--- src/rtl/imm_issue_ctrl_pkg.sv ---
// Shared opcodes, immediate-mode and FSM encodings for the ID/EX immediate issue stage.
package imm_issue_ctrl_pkg;

  localparam logic [5:0] OP_RTYPE = 6'h00;
  localparam logic [5:0] OP_J     = 6'h02;
  localparam logic [5:0] OP_BEQ   = 6'h04;
  localparam logic [5:0] OP_ADDI  = 6'h08;
  localparam logic [5:0] OP_ADDIU = 6'h09;
  localparam logic [5:0] OP_SLTI  = 6'h0A;
  localparam logic [5:0] OP_ANDI  = 6'h0C;
  localparam logic [5:0] OP_ORI   = 6'h0D;
  localparam logic [5:0] OP_LUI   = 6'h0F;
  localparam logic [5:0] OP_LW    = 6'h23;
  localparam logic [5:0] OP_SW    = 6'h2B;

  typedef enum logic [1:0] {
    IMM_NONE = 2'd0,
    IMM_SIGN = 2'd1,
    IMM_ZERO = 2'd2,
    IMM_LUI  = 2'd3
  } imm_mode_e;

  typedef enum logic {
    ST_RUN    = 1'b0,
    ST_BUBBLE = 1'b1
  } state_e;

  function automatic imm_mode_e decode_mode(input logic [5:0] op);
    case (op)
      OP_ADDI, OP_ADDIU, OP_SLTI, OP_LW, OP_SW, OP_BEQ: decode_mode = IMM_SIGN;
      OP_ANDI, OP_ORI:                                 decode_mode = IMM_ZERO;
      OP_LUI:                                          decode_mode = IMM_LUI;
      default:                                         decode_mode = IMM_NONE;
    endcase
  endfunction

  // Opcodes whose rt field is a source operand (not a destination).
  function automatic logic reads_rt(input logic [5:0] op);
    reads_rt = (op == OP_RTYPE) || (op == OP_SW) || (op == OP_BEQ);
  endfunction

endpackage

--- src/rtl/imm_issue_ctrl_imm_extender.sv ---
// Combinational immediate extender: sign, zero, upper-half (LUI) or none.
module imm_extender
  import imm_issue_ctrl_pkg::*;
#(
  parameter int DATA_W = 32,
  parameter int IMM_W  = 16
) (
  input  logic [IMM_W-1:0]  imm,
  input  imm_mode_e         mode,
  output logic [DATA_W-1:0] ext
);

  always_comb begin
    ext = '0;
    case (mode)
      IMM_SIGN: ext = {{(DATA_W-IMM_W){imm[IMM_W-1]}}, imm};
      IMM_ZERO: ext = {{(DATA_W-IMM_W){1'b0}}, imm};
      IMM_LUI:  ext = {imm, {(DATA_W-IMM_W){1'b0}}};
      default:  ext = '0;
    endcase
  end

endmodule

--- src/rtl/imm_issue_ctrl.sv ---
// ID/EX issue register for immediates with load-use bubble insertion.
module imm_issue_ctrl
  import imm_issue_ctrl_pkg::*;
#(
  parameter int DATA_W = 32,
  parameter int IMM_W  = 16
) (
  input  logic              clk,
  input  logic              rst,
  input  logic [31:0]       instr_in,
  input  logic              instr_valid,
  input  logic              stall_in,
  input  logic              flush_in,
  output logic [DATA_W-1:0] ext_imm_out,
  output logic [1:0]        imm_mode_out,
  output logic [5:0]        opcode_out,
  output logic [4:0]        rs_out,
  output logic [4:0]        rt_out,
  output logic              valid_out,
  output logic              hold_out
);

  state_e            state_q, state_d;
  logic [DATA_W-1:0] ext_q, ext_d;
  imm_mode_e         mode_q, mode_d;
  logic [5:0]        op_q, op_d;
  logic [4:0]        rs_q, rs_d;
  logic [4:0]        rt_q, rt_d;
  logic              valid_q, valid_d;

  logic [5:0]        op_in;
  logic [4:0]        rs_in, rt_in;
  logic [IMM_W-1:0]  imm_in;
  imm_mode_e         mode_in;
  logic [DATA_W-1:0] ext_in;
  logic              hazard;

  assign op_in   = instr_in[31:26];
  assign rs_in   = instr_in[25:21];
  assign rt_in   = instr_in[20:16];
  assign imm_in  = instr_in[IMM_W-1:0];
  assign mode_in = decode_mode(op_in);

  imm_extender #(
    .DATA_W(DATA_W),
    .IMM_W (IMM_W)
  ) u_imm_extender (
    .imm (imm_in),
    .mode(mode_in),
    .ext (ext_in)
  );

  assign hazard = (state_q == ST_RUN) && valid_q && (op_q == OP_LW) && instr_valid &&
                  (rt_q != '0) && ((rt_q == rs_in) || (reads_rt(op_in) && (rt_q == rt_in)));

  always_comb begin
    state_d  = state_q;
    ext_d    = ext_q;
    mode_d   = mode_q;
    op_d     = op_q;
    rs_d     = rs_q;
    rt_d     = rt_q;
    valid_d  = valid_q;
    hold_out = 1'b0;
    if (!stall_in) begin
      // Every non-stalled edge defaults to loading a zeroed bubble in RUN.
      state_d = ST_RUN;
      ext_d   = '0;
      mode_d  = IMM_NONE;
      op_d    = '0;
      rs_d    = '0;
      rt_d    = '0;
      valid_d = 1'b0;
      if (flush_in) begin
        state_d = ST_RUN;
      end else if (hazard) begin
        state_d  = ST_BUBBLE;
        hold_out = !rst;
      end else if (instr_valid) begin
        ext_d   = ext_in;
        mode_d  = mode_in;
        op_d    = op_in;
        rs_d    = rs_in;
        rt_d    = rt_in;
        valid_d = 1'b1;
      end
    end
  end

  always_ff @(posedge clk) begin
    if (rst) begin
      state_q <= ST_RUN;
      ext_q   <= '0;
      mode_q  <= IMM_NONE;
      op_q    <= '0;
      rs_q    <= '0;
      rt_q    <= '0;
      valid_q <= 1'b0;
    end else begin
      state_q <= state_d;
      ext_q   <= ext_d;
      mode_q  <= mode_d;
      op_q    <= op_d;
      rs_q    <= rs_d;
      rt_q    <= rt_d;
      valid_q <= valid_d;
    end
  end

  assign ext_imm_out  = ext_q;
  assign imm_mode_out = mode_q;
  assign opcode_out   = op_q;
  assign rs_out       = rs_q;
  assign rt_out       = rt_q;
  assign valid_out    = valid_q;

endmodule

--- config.mk ---
export PLATFORM = sky130hd
export DESIGN_NAME = imm_issue_ctrl
export DESIGN_NICKNAME = d
export VERILOG_FILES = /design/src/rtl/imm_issue_ctrl_pkg.sv /design/src/rtl/imm_issue_ctrl_imm_extender.sv /design/src/rtl/imm_issue_ctrl.sv
export SDC_FILE = /design/constraint.sdc
export NUM_CORES = 1
export LEC_CHECK = 0
export ABC_AREA = 1
export CORE_ASPECT_RATIO = 1.2
export CORE_UTILIZATION = 59
export CTS_BUF_LIST = sky130_fd_sc_hd__clkbuf_8
export DETAILED_ROUTE_END_ITERATION = 8
export DONT_BUFFER_PORTS = 1
export PLACE_DENSITY = 0.74
export SETUP_SLACK_MARGIN = 0.05
export SYNTH_ARGS = -nofsm -noshare
export SYNTH_HDL_FRONTEND = slang
export SYNTH_SLANG_ARGS = --single-unit
--- constraint.sdc ---
create_clock -name clk -period 1.4 [get_ports clk]
set_input_delay 0.28 -clock clk [delete_from_list [all_inputs] [get_ports clk]]
set_output_delay 0.28 -clock clk [all_outputs]
set_load 0.05 [all_outputs]
-- Word-level counts from Yosys, hierarchy flattened
Index checks and enable logic that the tools add are counted.
- bits in registers: 52
- input bits: 37
- output and inout port bits: 52
- word-level logic and storage cells: 62
- equality and inequality tests: 15
- muxes and demuxes: 25
- bitwise gates (word level): 1
- reductions and logical operators: 14
- operator list (cell ; number):
    2-to-1 mux 32 bit ; 3
    one-hot mux 32 bit (3 select lines) ; 1
    == test 6 x 4 -> 1 bit, second input constant ; 6
    2-to-1 mux 5 bit ; 6
    == test 6 bit, second input constant ; 3
    2-to-1 mux 6 bit ; 3
    == test 5 bit ; 2
    2-to-1 mux 1 bit ; 8
    == test 6 x 3 -> 1 bit, second input constant ; 1
    logical AND 1 bit ; 6
    zero test 6 bit ; 1
    2-to-1 mux 2 bit ; 3
    one-hot mux 2 bit (3 select lines) ; 1
    OR reduction 6 bit ; 1
    nonzero test 5 bit ; 1
    == test 2 bit, second input constant ; 2
    logical OR 1 bit ; 3
    == test 2 x 1 -> 1 bit, second input constant ; 1
    OR reduction 2 bit ; 1
    zero test 1 bit ; 1
    inverter 1 bit ; 1

-- Depth between registers and ports, before layout
Gate-level depths: netlist of run 1.
- word-level depth: 9
- mapped depth: 11
- mapped depth without buffers: 10

-- Hierarchy
From an unflattened synthesis of run 1, not the netlist that was laid out.
- cells, all modules: 489
- area total of the unflattened synthesis: 3010.4 sq um
- by module, submodules not included (module ; times used ; cells each ; area an instance (sq um) ; sequential area each (sq um)):
    imm_issue_ctrl ; 1 ; 397 ; 2583.7 ; 1041.0
    imm_extender ; 1 ; 92 ; 426.7 ; 0.0

-- Worst setup path after synthesis of run 1
OpenSTA, ideal clock, no wires.
- path type: register to output
- from: register rt_q[2] (netlist: rt_out[2])
- to: output port hold_out
- data arrival time: 2.120 ns
- required time: 1.120 ns
- path slack: -1.000 ns
- cell stages (with the launch flop): 10
- path buffers: 1
- cells stage by stage: dfxtp_1 -> inv_1 -> nand2_1 -> nand2_1 -> nor2_1 -> nand2_1 -> o21ai_2 -> nand2_4 -> buf_6 -> nor2_1
- longest elaborated chain between the ends: 7
- elaborated cells on any way between the ends: 10
- those cells by class: eq/ne (2); mux (3); reduce/logical (5)
- ends and longest elaborated chain (what ; RTL line ; RTL):
    from (decl) ; imm_issue_ctrl.sv:28 ; logic [4:0] rt_q, rt_d;
    from (signal assigned) ; imm_issue_ctrl.sv:105 ; rt_q <= rt_d;
    == test 5 bit ; imm_issue_ctrl.sv:54 ; (rt_q != '0) && ((rt_q == rs_in) || (reads_rt(op_in) && (rt_q == rt_in)));
    logical AND 1 bit ; imm_issue_ctrl.sv:54 ;
    logical OR 1 bit ; imm_issue_ctrl.sv:54 ;
    logical AND 1 bit (*) ; imm_issue_ctrl.sv:54 ;
    2-to-1 mux 1 bit (*) ; imm_issue_ctrl.sv:76 ; end else if (hazard) begin
    2-to-1 mux 1 bit (*) ; imm_issue_ctrl.sv:74 ; if (flush_in) begin
    2-to-1 mux 1 bit (*) ; imm_issue_ctrl.sv:65 ; if (!stall_in) begin
    to (decl) ; imm_issue_ctrl.sv:20 ; output logic hold_out
Mark *: on every way between the ends. The rest lies on a longest branch, timed or not.

-- Worst setup path in the final report of run 1
- from: register state_q
- to: output port hold_out
- longest elaborated chain between the ends: 9
- ends and longest elaborated chain (what ; RTL line ; RTL):
    from (decl) ; imm_issue_ctrl.sv:23 ; state_e state_q, state_d;
    from (signal assigned) ; imm_issue_ctrl.sv:100 ; state_q <= state_d;
    inverter 1 bit ; imm_issue_ctrl.sv:53 ; assign hazard = (state_q == ST_RUN) && valid_q && (op_q == OP_LW) && instr_valid &&
    logical AND 1 bit (4 in a row) ; imm_issue_ctrl.sv:53 ;
    logical AND 1 bit ; imm_issue_ctrl.sv:54 ;
    2-to-1 mux 1 bit ; imm_issue_ctrl.sv:76 ;
    2-to-1 mux 1 bit ; imm_issue_ctrl.sv:74 ;
    2-to-1 mux 1 bit ; imm_issue_ctrl.sv:65 ;
Every way passes these cells.

==> results of run 1 <==
metal layers:
layer / vias up / share of wire (%) / GRT usage, %
li1: 1255 / - / -
met1: 1165 / 38 / 32.0
met2: 122 / 51 / 53.6
met3: 21 / 7.9 / 6.97
met4: 0 / 2.8 / 11.6
met5: - / 0 / 0
layout by cell type, fill, tap and decap left out, types with 5 or more instances in the layout:
cell | netlist | routed
nand2_1 | 130 | 129
buf_4 | 0 | 42
dfxtp_1 | 52 | 40
inv_1 | 39 | 38
nor2_1 | 36 | 33
nand4_1 | 22 | 22
inv_2 | 8 | 11
o21bai_1 | 11 | 11
nand3_1 | 9 | 9
dfxtp_4 | 0 | 8
o21ai_2 | 6 | 6
o21ai_0 | 10 | 6
nor2_2 | 3 | 5
o21ai_1 | 1 | 5
o22ai_2 | 5 | 5
clkbuf_8 | 0 | 5
per-stage QoR:
stage	TNS (ps)	setup WS (ps)	power (uW)
2_1_floorplan	-333	-293	1790
3_3_place_gp	-3070	-148	1840
3_5_place_dp	-5360	-194	1850
4_1_cts	-5820	-392	2660
5_1_grt	-15090	-506	2770
6_report	-10930	-425	2670
critical path: stages, from the launching register on:
cell,delay (ps)
dfxtp_1,370
nor3_4,210
nand4_1,150
nor2_2,170
nand2_4,80
nor2_4,110
buf_12,140
where the power goes:
part / internal, uW / switching [uW] / total, uW
combinational: 109 / 215 / 324
clock: 335 / 489 / 824
sequential: 1480 / 40.7 / 1530
sequential cells by signal (all words and copies together), names as in the netlist:
name / cells
valid_out: 1
ext_imm_out: 32
opcode_out: 6
imm_mode_out: 2
state_q: 1
rs_out: 5
rt_out: 5
path summary, 6_finish.rpt:
path / start / to / slack, ps
max reg2reg: state_q / ext_imm_out[7] / -270
min reg2reg: state_q / state_q / 580
min: rst / valid_out / 50
max: state_q / hold_out / -420
layout make-up:
| type | count | area share (%) |
|---|---|---|
| well taps | 56 | 2.13 |
| multi-input cells | 259 | 42.6 |
| clock buffers | 5 | 2.10 |
| flip-flops and latches | 52 | 32.8 |
| repair buffers | 50 | 14.7 |
| inverters | 47 | 5.38 |
| clock inverters | 3 | 0.343 |
cell families after synthesis:
family	Yosys count	share of synthesized area, %
and+or+nand+nor	213	35.7
buffers and inverters	65	11.6
AOI/OAI and AO/OA	34	10.1
DFF	52	39.9
xor gates and xnor gates	8	2.68
what timing repair did:
item / 4_1_cts / 5_1_grt
buffers inserted: 2 / 2
gates resized for setup: 8 / 14
gates cloned: 2 / 6
endpoints found under the setup margin: 52 / 53
pin swaps: 8 / 1
synth_stat cells:
library cell and n:
buf_1 1, buf_12 1, buf_2 4, buf_6 5, clkbuf_1 7, dfxtp_1 52, inv_1 39, inv_2 8
nand2_1 130, nand2_2 3, nand2_4 3, nand3_1 9, nand3_2 2, nand4_1 22, nor2_1 36, nor2_2 3
nor2_4 1, nor3_1 3, nor3_2 1, o21ai_0 10, o21ai_1 1, o21ai_2 6, o21bai_1 11, o21bai_2 1
o22ai_2 5, xnor2_1 4, xor2_1 4
==> results.json, run 1 <==
{
  "run_status": "complete, but fails checks",
  "violations": "negative setup slack",
  "grt_max_degree": 36,
  "grt_pass1_wl_um": 10600,
  "drt_iter0_markers": 172,
  "clock_path_buffers": 2,
  "synth_area_mm2": 0.00261,
  "postRouteAntennaNets": 0,
  "setup_violations": 53,
  "core_mm2": 0.00426,
  "hpwl_um": 4500,
  "fin_util_pct": 77.0,
  "drv_slew": 0,
  "vias_per_cell": 5.43,
  "antenna_cells": 0,
  "ios": 89,
  "num_vias": 2563,
  "syn_nets": 409,
  "grt_pass1_vias": 2337,
  "die_w_um": 62.7,
  "die_h_um": 74.9,
  "power.leakage_uw": 0.00157,
  "antenna_found_initial": 0,
  "nets": 452,
  "globalplace.congestion": 0.836,
  "fin_crit_ps": 1820,
  "finalCritPeriodShare_pct": 130,
  "seqCellArea_mm2": 0.00108,
  "yosysWarnings": 0,
  "max_freq_ghz": 0.548,
  "dr.pass1.iters": 4,
  "start_kind": "flop",
  "min_path_cells": 1,
  "cap_violations": 0,
  "htreeDepth": 2,
  "fin_skew_ps": 9.38,
  "layout_setup_ws_ps": -425,
  "rsz0062_at_grt": "yes",
  "multi_input_area_mm2": 0.00140,
  "clk_latency_ps": 310,
  "port_buffers": 0,
  "cp-end-kind": "output pin",
  "n_fill_cell": 343,
  "syn_inst": 372,
  "post_dp_cell_area_mm2": 0.00294,
  "ys_seq_elements": 52,
  "whs_ps": 47.6,
  "cts_tree": "done",
  "wirelength_um": 7370,
  "route.detailed.drc": 0,
  "stdcell_count": 472,
  "clk_pin_slew_ps": 90,
  "power_density_mw_per_mm2": 814,
  "placedCellCount": 452,
  "wl_per_cell_um": 15.6,
  "slew_headroom_pct": 62.2,
  "ff2ff_path_depth": 9,
  "netlist.area_leader.share_pct": 39.9,
  "rows": 26,
  "die_area_mm2": 0.00470,
  "clkSinkCount": 52,
  "min_path_type": "in2reg",
  "worstPathMaxFanout": 2,
  "cts_buffers": 5,
  "synth_cell_type_count": 27,
  "drive_gt1_share_pct": 27.4,
  "crit_type": "reg2out",
  "design_area_mm2": 0.00328,
  "grt_remaining_overflow": 0,
  "finalHoldViolCount": 0,
  "initial_core_util_pct": 61.3,
  "yosys.area.top_type": "dfxtp_1",
  "area_growth_pct": 25.7,
  "grt.total_usage_pct": 28.8,
  "critPathRequiredTime_ps": 1120,
  "ys_top_cells_by_area": "dfxtp_1, nand2_1, inv_1",
  "cp.arrival_ps": 1540,
  "syn_area_per_cell_um2": 7.02,
  "cts_hold_buf": 0,
  "ys_seq_area_share_pct": 39.9,
  "worst_pin_slew_ps": 567,
  "cts_root_buf": "clkbuf_8",
  "max-vdd-ir-drop_uv": 567
}
(Power assumes the default switching activity.)
==> run 2: changes to the inputs <==
--- a/config.mk
+++ b/config.mk
@@ -9,3 +9,3 @@
 export CORE_ASPECT_RATIO = 1.2
-export CORE_UTILIZATION = 59
+export CORE_UTILIZATION = 35
 export CTS_BUF_LIST = sky130_fd_sc_hd__clkbuf_8
@@ -13,3 +13,3 @@
 export DONT_BUFFER_PORTS = 1
-export PLACE_DENSITY = 0.74
+export PLACE_DENSITY = 0.47
 export SETUP_SLACK_MARGIN = 0.05
==> constraint.sdc (replaced) <==
create_clock -name clk -period 1.4 [get_ports clk]
set_input_delay 0.21 -clock clk [delete_from_list [all_inputs] [get_ports clk]]
set_output_delay 0.21 -clock clk [all_outputs]
set_load 0.05 [all_outputs]
==> run 2 against run 1 <==
Against the previous run:
- the run still ends with negative setup slack left
- cell count is 7.6% higher
- wire length is 1.4% lower
- combinational power is 1% higher
- critical endpoint unchanged
- setup slack better by 52 ps
- first-iteration DRC count is 63% lower
- final area is 1.4% higher
- register-to-register slack better by 90 ps
- global-route usage is 9.5 points lower
==> results.json, run 2 (synthesis results as in run 1) <==
{
  "run_status": "complete, but fails checks",
  "violations": "negative setup slack",
  "critPathBufInv": 2,
  "htreeDepth": 2,
  "max_freq_ghz": 0.564,
  "power.total_uw": 2730,
  "die_area_mm2": 0.00781,
  "cts_tree": "done",
  "drt_iter0_markers": 64,
  "path_cells": "inv_2, nand2_2, nor3_4, nand4_1, nor2_2, nand2_4, nor2_4, buf_12",
  "grt_max_degree": 26,
  "vias_per_cell": 4.88,
  "ios": 89,
  "worstPathMaxFanout": 2,
  "layout_setup_ws_ps": -373,
  "power.leakage_uw": 0.00158,
  "clkSinkCount": 52,
  "placedCellCount": 493,
  "grt_remaining_overflow": 0,
  "cts_buffers": 5,
  "wirelength_um": 7270,
  "fin_skew_ps": 8.74,
  "finalCritPeriodShare_pct": 127,
  "clock_path_buffers": 2,
  "grt.total_usage_pct": 19.3,
  "die_w_um": 80.9,
  "start_kind": "flop",
  "ff2ff_path_depth": 10,
  "port_buffers": 0,
  "slew_headroom_pct": 63.8,
  "worst_pin_slew_ps": 543,
  "drive_gt1_share_pct": 27.8,
  "grt_pass1_vias": 2444,
  "cts_root_buf": "clkbuf_8",
  "stdcell_count": 508,
  "antenna_found_initial": 0,
  "fin_util_pct": 46.0,
  "setup_violations": 53,
  "nets": 454,
  "hpwl_um": 5210,
  "cp.arrival_ps": 1560,
  "initial_core_util_pct": 36.1,
  "worst-path-stages": 8,
  "critPathMaxStageDelay_ps": 350,
  "r2r-end": "rt_out[0]",
  "critPathRequiredTime_ps": 1190,
  "largest_register_ffs": 32,
  "core_mm2": 0.00723,
  "cp_top_family": "simple AND/OR/NAND/NOR gates",
  "final_common_cell": "nand2_1",
  "route.detailed.drc": 0,
  "wl_per_cell_um": 14.3,
  "area_growth_pct": 27.5,
  "cp-endpoint": "hold_out",
  "clk_pin_slew_ps": 90,
  "max-vdd-ir-drop_uv": 418,
  "postRouteAntennaNets": 0,
  "cp_slowest_cell": "dfxtp_4",
  "num_vias": 2479,
  "clk_latency_ps": 310,
  "drv_slew": 0,
  "grt_pass1_wl_um": 11600,
  "cp-end-kind": "output pin",
  "cap_violations": 0,
  "finalHoldViolCount": 0,
  "antenna_cells": 0,
  "rsz0062_at_grt": "yes",
  "crit_type": "reg2out",
  "most-common-layout-cells": "nand2_1, buf_4, dfxtp_1, inv_1, nor2_1",
  "crit_start": "opcode_out[4]",
  "die_h_um": 96.6,
  "fin_crit_ps": 1770,
  "reg2reg_from": "opcode_out[4]",
  "dr.pass1.iters": 4,
  "rrSetupSlack_ps": -180,
  "rows": 34,
  "min_path_type": "in2reg",
  "power_density_mw_per_mm2": 821,
  "fin_setup_tns_ps": -8000,
  "globalplace.congestion": 0.799
}
run 2: cell count changes in the layout (fill, tap and decap cells not counted), sizes merged:
cell and change:
buf +5, clkbuf -2, clkinv +1, dlygate4sd3 +1, inv -2, nand3 -1
run 2: cell type report:
| type | instances | area, um2 |
|---|---|---|
| clock inverter | 2 | 10.0 |
| inverter | 47 | 176 |
| timing repair buffer | 53 | 499 |
| multi-input combinational | 258 | 1370 |
| sequential | 52 | 1080 |
| tap | 90 | 113 |
| fill | 751 | 3900 |
| clock buffer | 6 | 82.6 |
run 2: metrics by stage:
step	hold WS (ps)	setup WS, ps	area, um2
detailed placement	297	-219	3070
floorplan	358	-223	2660
global placement	295	-189	3070
finish	34.0	-373	3330
global route	29.0	-451	3330
CTS	27.5	-429	3340
run 2: worst min path at each step:
stage | start | to | slack, ps | depth (start not counted)
after detailed placement | rst | valid_out | 300 | 1
after floorplan | instr_in[16] | rt_out[0] | 360 | 2
after CTS | instr_in[26] | opcode_out[0] | 30 | 2
after global routing | instr_in[26] | opcode_out[0] | 30 | 2
final | instr_in[27] | opcode_out[1] | 30 | 2
after global placement | rst | valid_out | 300 | 1
run 2: metal layers:
metal	wire length, um	track usage (%)	vias up
met5	0	0	-
met4	76	6.73	0
met3	704	7.08	6
met2	3610	32.5	79
met1	2880	21.8	1135
li1	-	-	1259
run 2: power breakdown:
part	switching (uW)	internal [uW]
clock network	492	396
registers	32.9	1480
logic	216	112
total	740	1990
run 2: what timing repair did:
action | CTS | global route
endpoints found under the setup margin | 52 | 53
resized for setup | 21 | 4
pin swaps | 9 | 6
cloned | 4 | 0
hold buffers | 1 | 0
hold endpoints to repair | 1 | 0
buffers inserted | 3 | 0
run 2: worst reg2reg max path, stage by stage (launching register included):
cell	delay [ps]
dfxtp_4	350
inv_2	60
nand2_2	60
nor3_4	130
nand4_1	160
nor2_2	190
nand2_4	70
buf_6	150
buf_12	160
nand2_8	80
o21ai_0	70
==> run 3: changes to the inputs <==
Settings changed: SETUP_SLACK_MARGIN 0.05 to 0.2.
==> run 3 against run 2 <==
Against the previous run:
- the flow still finishes with violations (negative setup slack)
- critical path depth stayed put
- largest cell class unchanged
- sequential share of layout area is 0.73 points lower
- via count is 0.52% higher
- total power is 9.3% higher
- die area stayed put
- core utilization is 1.9 points higher
- first-iteration DRC count is 6.3% higher
- global-route usage is 1.1 points higher
- register-to-register slack worse by 160 ps
==> results.json, run 3 (synthesis results as in run 1) <==
{
  "clk_pin_slew_ps": 100,
  "post_dp_cell_area_mm2": 0.00310,
  "cp-end-kind": "output pin",
  "cp_slowest_cell": "dfxtp_4",
  "die_h_um": 96.6,
  "grt_pass1_vias": 2504,
  "dr.pass1.iters": 6,
  "postRouteAntennaNets": 0,
  "clkSinkCount": 52,
  "worst-path-stages": 8,
  "met1_usage_pct": 23.1,
  "cts_root_buf": "clkbuf_8",
  "grt.total_usage_pct": 20.4,
  "rsz0062_at_grt": "yes",
  "grt_max_degree": 26,
  "critPathBufInv": 2,
  "die_area_mm2": 0.00781,
  "most-common-layout-cells": "nand2_1, buf_4, inv_1, nor2_1, dfxtp_1",
  "layout_setup_ws_ps": -364,
  "power.total_uw": 2990,
  "design_area_mm2": 0.00347,
  "clock_path_buffers": 2,
  "start_kind": "flop",
  "final_common_cell": "nand2_1",
  "rrSetupSlack_ps": -340,
  "use_met3_pct": 5.00,
  "ff2ff_path_depth": 11,
  "htreeDepth": 2,
  "cp.arrival_ps": 1550,
  "largest_register_ffs": 32,
  "area_growth_pct": 32.9,
  "ios": 89,
  "drive_gt1_share_pct": 32.5,
  "wl_per_cell_um": 14.8,
  "power_density_mw_per_mm2": 861,
  "drt_iter0_markers": 68,
  "setup_violations": 53,
  "fin_crit_ps": 1760,
  "cp_top_family": "simple AND/OR/NAND/NOR gates",
  "min_path_cells": 2,
  "run_status": "complete, but fails checks",
  "worst_pin_slew_ps": 502,
  "rows": 34,
  "finalHoldViolCount": 0,
  "slew_headroom_pct": 66.5,
  "grt_remaining_overflow": 0,
  "vias_per_cell": 4.85,
  "min_path_type": "in2reg",
  "cts_tree": "done",
  "busiest_layer": "met2",
  "worstPathMaxFanout": 2,
  "max_freq_ghz": 0.567,
  "clk_latency_ps": 320,
  "grt_pass1_wl_um": 12300,
  "num_vias": 2492,
  "critPathMaxStageDelay_ps": 350,
  "fin_skew_ps": 14.8,
  "met2_usage_pct": 37.4,
  "wirelength_um": 7610,
  "route.detailed.drc": 0,
  "nets": 460,
  "drv_slew": 0,
  "path_cells": "inv_2, nand2_2, nor3_2, nand4_1, nor2_2, nand2_4, nor2_4, buf_12",
  "crit_type": "reg2out",
  "initial_core_util_pct": 36.1,
  "antenna_found_initial": 0,
  "n_fill_cell": 764,
  "port_buffers": 0,
  "globalplace.congestion": 0.717,
  "max-vdd-ir-drop_uv": 391,
  "critPathRequiredTime_ps": 1190,
  "finalCritPeriodShare_pct": 126,
  "antenna_cells": 0,
  "whs_ps": 31.1,
  "die_w_um": 80.9,
  "seqCellArea_mm2": 0.00110,
  "power.leakage_uw": 0.00166,
  "hpwl_um": 5080,
  "violations": "negative setup slack",
  "core_mm2": 0.00723,
  "multi_input_area_mm2": 0.00137,
  "cts_buffers": 5,
  "cap_violations": 0
}
## run 3: cell types whose count changed in the layout (fill, tap and decap cells not counted), moves of 2 or more
| cell | before | now |
|---|---|---|
| dfxtp_1 | 40 | 24 |
| buf_12 | 6 | 8 |
| buf_4 | 44 | 46 |
| dfxtp_2 | 4 | 20 |
| clkinv_2 | 2 | 0 |
## run 3: per-stage QoR
stage          util (%)  std cells  TNS, ps  setup slack (ps)
5_1_grt            48.0        514   -18420              -458
4_1_cts            47.6        514   -14540              -400
6_report           48.0        514   -13340              -364
3_3_place_gp       42.9        495    -7390              -196
2_1_floorplan         -        372     -385              -223
3_5_place_dp       42.9        495    -7100              -197
## run 3: metal layers
metal  vias to the layer above  wire length (um)
met5                         -                 0
met4                         0                65
met3                         6               494
met2                        64              3910
met1                      1154              3130
li1                       1268                 -
## run 3: power by group
part	internal [uW]	switching [uW]
clock	586	544
sequential	1490	31.4
combinational	121	218
total	2190	794
## run 3: path summary, 6_finish.rpt
check,from,end
max,opcode_out[4],hold_out
min reg2reg,ext_imm_out[24],ext_imm_out[24]
min,instr_in[22],rs_out[1]
max reg2reg,opcode_out[4],ext_imm_out[7]
## run 3: repair_timing
action,CTS,global route
gates resized for setup,17,16
setup endpoints to repair,55,68
setup buffers,5,0
cloned,5,0
endpoints found under the hold margin,1,0
pin swaps,5,2
hold buffers,1,0
## run 3: final cells by class
type                       instances  area share [%]
timing repair buffer              59            17.2
multi-input combinational        258            39.3
sequential                        52            31.6
inverter                          47            5.08
tap                               90            3.25
clock buffer                       6            2.38
clock inverter                     2            1.12
